===== src/rtl/b_priority_decoder_seq_if.sv =====
// Handshake/output bundle for b_priority_decoder_seq.
//   idx, idx_valid : binary index offered by the upstream block
//   idx_ready      : decoder is idle and can accept
//   q, q_valid     : one-hot output and its qualifier
//   done           : pulse on the last cycle q is driven
//   err            : pulse when an offered index is rejected
//   mask           : per-line permit mask (only with DEC_MASK_EN)
// Optional feature macro: DEC_MASK_EN.
interface b_priority_decoder_seq_if #(
  parameter int unsigned IDX_W = 3,
  parameter int unsigned OUT_W = 8
) ();
  logic [IDX_W-1:0] idx;
  logic             idx_valid;
  logic             idx_ready;
  logic [OUT_W-1:0] q;
  logic             q_valid;
  logic             done;
  logic             err;
`ifdef DEC_MASK_EN
  logic [OUT_W-1:0] mask;

  modport master (
    output idx, idx_valid, mask,
    input  idx_ready, q, q_valid, done, err
  );
  modport slave (
    input  idx, idx_valid, mask,
    output idx_ready, q, q_valid, done, err
  );
`else
  modport master (
    output idx, idx_valid,
    input  idx_ready, q, q_valid, done, err
  );
  modport slave (
    input  idx, idx_valid,
    output idx_ready, q, q_valid, done, err
  );
`endif
endinterface


===== src/rtl/b_priority_decoder_seq.sv =====
// Sequential index-to-one-hot decoder. Accepts a binary index over a valid/ready
// handshake, drives the matching one-hot line of q for HOLD cycles, then keeps q
// low for GAP cycles before returning to idle.
// Ports:
//   clk  : clock, rising edge
//   rst  : asynchronous active-high reset
//   bus  : b_priority_decoder_seq_if.slave (idx, idx_valid, idx_ready, q, q_valid,
//          done, err, and mask when DEC_MASK_EN is defined)
// Optional feature macro: DEC_MASK_EN (index accepted only if mask[idx] is set).
module b_priority_decoder_seq #(
  parameter int unsigned IDX_W = 3,
  parameter int unsigned OUT_W = 8,
  parameter int unsigned HOLD  = 4,
  parameter int unsigned GAP   = 1,
  parameter int unsigned CNT_W = 8
) (
  input logic                     clk,
  input logic                     rst,
  b_priority_decoder_seq_if.slave bus
);

  localparam logic [CNT_W-1:0] HoldCnt = CNT_W'(HOLD - 1);
  localparam logic [CNT_W-1:0] GapCnt  = (GAP > 0) ? CNT_W'(GAP - 1) : '0;

  typedef enum logic [1:0] {StIdle, StDrive, StGap} state_e;

  state_e           state;
  logic [CNT_W-1:0] cnt;
  logic [OUT_W-1:0] onehot;
  logic             legal;

  // Decoding through a loop leaves onehot zero for idx >= OUT_W, so legality is
  // simply "some line selected" and no out-of-range bit select is ever formed.
  always_comb begin
    onehot = '0;
    for (int i = 0; i < int'(OUT_W); i++) begin
      if (bus.idx == IDX_W'(i)) onehot[i] = 1'b1;
    end
`ifdef DEC_MASK_EN
    legal = |(onehot & bus.mask);
`else
    legal = |onehot;
`endif
  end

  assign bus.idx_ready = (state == StIdle);

  always_ff @(posedge clk or posedge rst) begin
    if (rst) begin
      state       <= StIdle;
      cnt         <= '0;
      bus.q       <= '0;
      bus.q_valid <= 1'b0;
      bus.done    <= 1'b0;
      bus.err     <= 1'b0;
    end else begin
      bus.err  <= 1'b0;
      bus.done <= 1'b0;
      unique case (state)
        StIdle: begin
          if (bus.idx_valid) begin
            if (legal) begin
              state       <= StDrive;
              cnt         <= HoldCnt;
              bus.q       <= onehot;
              bus.q_valid <= 1'b1;
              // done is registered, so it is raised one edge ahead of the last
              // drive cycle; with HOLD=1 the first drive cycle is also the last.
              bus.done    <= (HOLD == 1);
            end else begin
              bus.err <= 1'b1;
            end
          end
        end
        StDrive: begin
          if (cnt != '0) begin
            cnt      <= cnt - 1'b1;
            bus.done <= (cnt == CNT_W'(1));
          end else begin
            bus.q       <= '0;
            bus.q_valid <= 1'b0;
            if (GAP > 0) begin
              state <= StGap;
              cnt   <= GapCnt;
            end else begin
              state <= StIdle;
            end
          end
        end
        StGap: begin
          if (cnt != '0) cnt <= cnt - 1'b1;
          else           state <= StIdle;
        end
        default: state <= StIdle;
      endcase
    end
  end

endmodule

===== src/flat_wrapper.sv =====
// flat-port wrapper written by rule: the top's interface ports become plain ports
module b_priority_decoder_seq_flat 
#(
  parameter int unsigned IDX_W = 3,
  parameter int unsigned OUT_W = 8,
  parameter int unsigned HOLD  = 4,
  parameter int unsigned GAP   = 1,
  parameter int unsigned CNT_W = 8
)
  (clk, rst, bus_idx, bus_idx_valid, bus_idx_ready, bus_q, bus_q_valid, bus_done, bus_err);
  b_priority_decoder_seq_if #(.IDX_W(IDX_W), .OUT_W(OUT_W)) bus_i ();
  input logic clk;
  input logic rst;
  input wire logic [$bits(bus_i.idx)-1:0] bus_idx;
  input wire logic [$bits(bus_i.idx_valid)-1:0] bus_idx_valid;
  output wire logic [$bits(bus_i.idx_ready)-1:0] bus_idx_ready;
  output wire logic [$bits(bus_i.q)-1:0] bus_q;
  output wire logic [$bits(bus_i.q_valid)-1:0] bus_q_valid;
  output wire logic [$bits(bus_i.done)-1:0] bus_done;
  output wire logic [$bits(bus_i.err)-1:0] bus_err;
  assign bus_i.idx = bus_idx;
  assign bus_i.idx_valid = bus_idx_valid;
  assign bus_idx_ready = bus_i.idx_ready;
  assign bus_q = bus_i.q;
  assign bus_q_valid = bus_i.q_valid;
  assign bus_done = bus_i.done;
  assign bus_err = bus_i.err;
  b_priority_decoder_seq #(.IDX_W(IDX_W), .OUT_W(OUT_W), .HOLD(HOLD), .GAP(GAP), .CNT_W(CNT_W)) u_core (.clk(clk), .rst(rst), .bus(bus_i));
endmodule

===== config.mk =====
export PLATFORM = sky130hd
export DESIGN_NAME = b_priority_decoder_seq_flat
export DESIGN_NICKNAME = d
export VERILOG_FILES = /design/src/rtl/b_priority_decoder_seq_if.sv /design/src/rtl/b_priority_decoder_seq.sv /design/src/flat_wrapper.sv
export SDC_FILE = /design/constraint.sdc
export NUM_CORES = 1
export LEC_CHECK = 0
export ABC_AREA = 1
export CELL_PAD_IN_SITES_DETAIL_PLACEMENT = 1
export CELL_PAD_IN_SITES_GLOBAL_PLACEMENT = 2
export CORE_MARGIN = 4
export CORE_UTILIZATION = 28
export CTS_CLUSTER_SIZE = 12
export DETAILED_ROUTE_END_ITERATION = 7
export GPL_TIMING_DRIVEN = 0
export PLACE_DENSITY = 0.82
export SETUP_SLACK_MARGIN = 0.02
export SLEW_MARGIN = 10
export SYNTH_ARGS = -nofsm -noshare
export SYNTH_HDL_FRONTEND = slang
export SYNTH_SLANG_ARGS = --single-unit

===== constraint.sdc =====
create_clock -name clk -period 1.42 [get_ports clk]
set_input_delay 0.426 -clock clk [delete_from_list [all_inputs] [get_ports clk]]
set_output_delay 0.426 -clock clk [all_outputs]
set_load 0.05 [all_outputs]

==> results.sh <==
export IMPL_path_max_fanout=3
export IMPL_slew_viol_final=0
export IMPL_coreArea_sq_um=4140
export IMPL_rsz0062_at_grt="yes"
export IMPL_critical_path_required_ns=0.99
export IMPL_detailed_place_hpwl_um=2300
export IMPL_hold_ws_ns=0.473
export IMPL_wire_per_inst_um=15.9
export IMPL_die_area_sq_um=5580
export IMPL_first_pass_iters=4
export IMPL_worstMarginPinSlew_ns=0.518
export IMPL_setup_viol=7
export IMPL_min_path_cells=2
export IMPL_cp_num_cells=3
export IMPL_crit_chain="inv_2 -> ha_4 -> buf_8"
export IMPL_mostFrequentLayoutCells="nand2_1 (24), buf_4 (20), dfrtp_1 (20)"
export IMPL_drt_wl_total_um=3890
export IMPL_violations="setup timing"
export IMPL_final_hold_violation_count=0
export IMPL_reg2regPathDepth=10
export IMPL_drt_iter0_drc=46
export IMPL_cts_hold_buf=0
export IMPL_port_buffers=17
export IMPL_syn_to_final_growth_pct=53.7
export IMPL_dpl_cell_count=216
export IMPL_num_fill_cells=484
export IMPL_fin_cells=245
export IMPL_syn_inst=149
export IMPL_clock_skew_ns=0.00306
export IMPL_arrival_ns=1.09
export IMPL_fin_ws_ns=-0.0930
export IMPL_fin_area_sq_um=1920
export IMPL_cts_buffers=3
export IMPL_synthesis_area_per_instance_sq_um=8.36
export IMPL_grt_antenna_before_repair=0
export IMPL_critical_path_slowest_cell="dfrtp_1"
export IMPL_min_path_type="flop to flop"
export IMPL_clk_path_buf_depth=2
export IMPL_fp_dieW_um=74.7
export IMPL_gr_usage_all_layers_pct=15.6
export IMPL_drtAntennaViolNets=0
export IMPL_drc_errors=0
export IMPL_via_per_inst=4.79
export IMPL_cp_end_kind="primary output"
export IMPL_cpPeakStageDelay_ns=0.40
export IMPL_maxCapViolCount=0
export IMPL_start_util_pct=30.1
export IMPL_synth_seq_cells=21
export IMPL_num_rows=23
export IMPL_cts_clk_slew_worst_paths_ns=0.09
export IMPL_status="finished, violations left"
export IMPL_grt_pass1_wl_um=6410
export IMPL_finalCriticalPeriod_ns=1.51
export IMPL_synth_area_sq_um=1250
export IMPL_finalCritPeriodShare_pct=107
export IMPL_syn_nets=160
export IMPL_setup_tns_ns=-0.367
export IMPL_crit_type="flop to primary output"
export IMPL_vias=1173
export IMPL_drive_gt1_share_pct=52.3
export IMPL_layout_commonest_cell="nand2_1"
export IMPL_grt_overflow_total=0
export IMPL_pin_count=18
export IMPL_relSlewSlack_pct=65.4
export IMPL_startpoint_type="flop"
export IMPL_fin_nets=207
export IMPL_fmaxAchievable_mhz=661
export IMPL_h_tree_depth=1
export IMPL_worst_path_buf_inv=2
export IMPL_ys_seq_area_share_pct=42.2
export IMPL_yosys_warnings=0
export IMPL_die_y_um=74.7
export IMPL_path_delay_family="flip-flops"
export IMPL_clock_sinks=21
export IMPL_ctsRootBufferMaster="clkbuf_8"
export IMPL_grt_pass1_vias=1302
export IMPL_gp_congestion=0.776
export IMPL_clk_latency_ns=0.28
export IMPL_placedInstanceArea_sq_um=1490
export IMPL_synthDistinctLibCells=21
export IMPL_diodes=0
export IMPL_cts_tree="yes"
export IMPL_grt_max_degree=22
[what timing repair did]
item	in CTS	in global routing
setup endpoints to repair	31	21
pin swaps	9	22
buffers inserted	19	4
cloned	2	0
resized for setup	89	39
[layer usage]
metal	part of all wire, %	track usage, %
met4	2.4	5.93
met1	39	17.6
met3	2.8	2.27
met2	55	29.3
met5	0	0
[synthesized netlist by cell type]
library cell	number	area, sq um
nand2_1	28	105
dfrtp_1	21	526
inv_1	19	71.3
nand3_1	15	75.1
o21ai_0	12	60.1
nor2_1	10	37.5
nand2_2	6	37.5
nand4_1	6	37.5
nor2_2	6	37.5
ha_1	5	62.6
inv_2	5	18.8
nand2_4	5	56.3
a21oi_1	2	10.0
inv_4	2	12.5
a21oi_4	1	16.3
conb_1	1	3.75
nand3_4	1	17.5
nor2_4	1	11.3
nor2_8	1	20.0
o211ai_4	1	21.3
xor2_1	1	8.76
[through the flow]
stage,util [%],worst slack (ns)
2_1_floorplan,-,-0.0273
4_1_cts,42.4,-0.0753
3_3_place_gp,36.1,-0.464
3_5_place_dp,36.1,-0.490
6_report,46.2,-0.0930
5_1_grt,46.2,-0.139
[worst min-delay path, delay by kind of cell, from the launching register on]
family        cells  cell delay, ns
flops             1            0.35
simple gates      2            0.09
[layout make-up]
cell class / instances / area (sq um) / area share [%]
well taps: 50 / 62.6 / 3.27
repair buffers: 40 / 314 / 16.4
clock buffers: 3 / 41.3 / 2.16
clock inverters: 1 / 5.00 / 0.261
inverters: 26 / 126 / 6.60
multi-input cells: 104 / 840 / 43.8
flip-flops and latches: 21 / 527 / 27.5
[path summary, 6_finish.rpt]
check	from	endpoint	slack, ns
setup reg to reg	u_core.state[1]$_DFFE_PP0P_	u_core.cnt[7]$_DFFE_PP0P_	-0.06
hold / removal	u_core.bus.q_valid$_DFFE_PP0P_	u_core.bus.q_valid$_DFFE_PP0P_	0.47
hold reg to reg	u_core.bus.q_valid$_DFFE_PP0P_	u_core.bus.q_valid$_DFFE_PP0P_	0.47
max in group asynchronous	rst	u_core.cnt[2]$_DFFE_PP0P_	0.57
setup / recovery	u_core.state[1]$_DFFE_PP0P_	bus_idx_ready	-0.09
min in group asynchronous	rst	u_core.cnt[5]$_DFFE_PP0P_	0.53
[state kept, by name, summed over array words and instances, names as in the netlist]
| register | cells |
|---|---|
| u_core.bus.q_valid | 1 |
| u_core.cnt | 8 |
| u_core.state | 2 |
| u_core.bus.done | 1 |
| u_core.bus.err | 1 |
| u_core.bus.q | 8 |
[logic make-up after synthesis]
family	after synthesis	synth area share (%)
buf+inv	26	8.23
xor+xnor	1	0.703
compound gates	16	8.64
flops	21	42.2
fa+ha+maj	5	5.02
simple gates	79	34.9
other cells	1	0.301
Power is not shown: default switching activity piles up to over one toggle a cycle in this logic, so the estimate is an artifact.
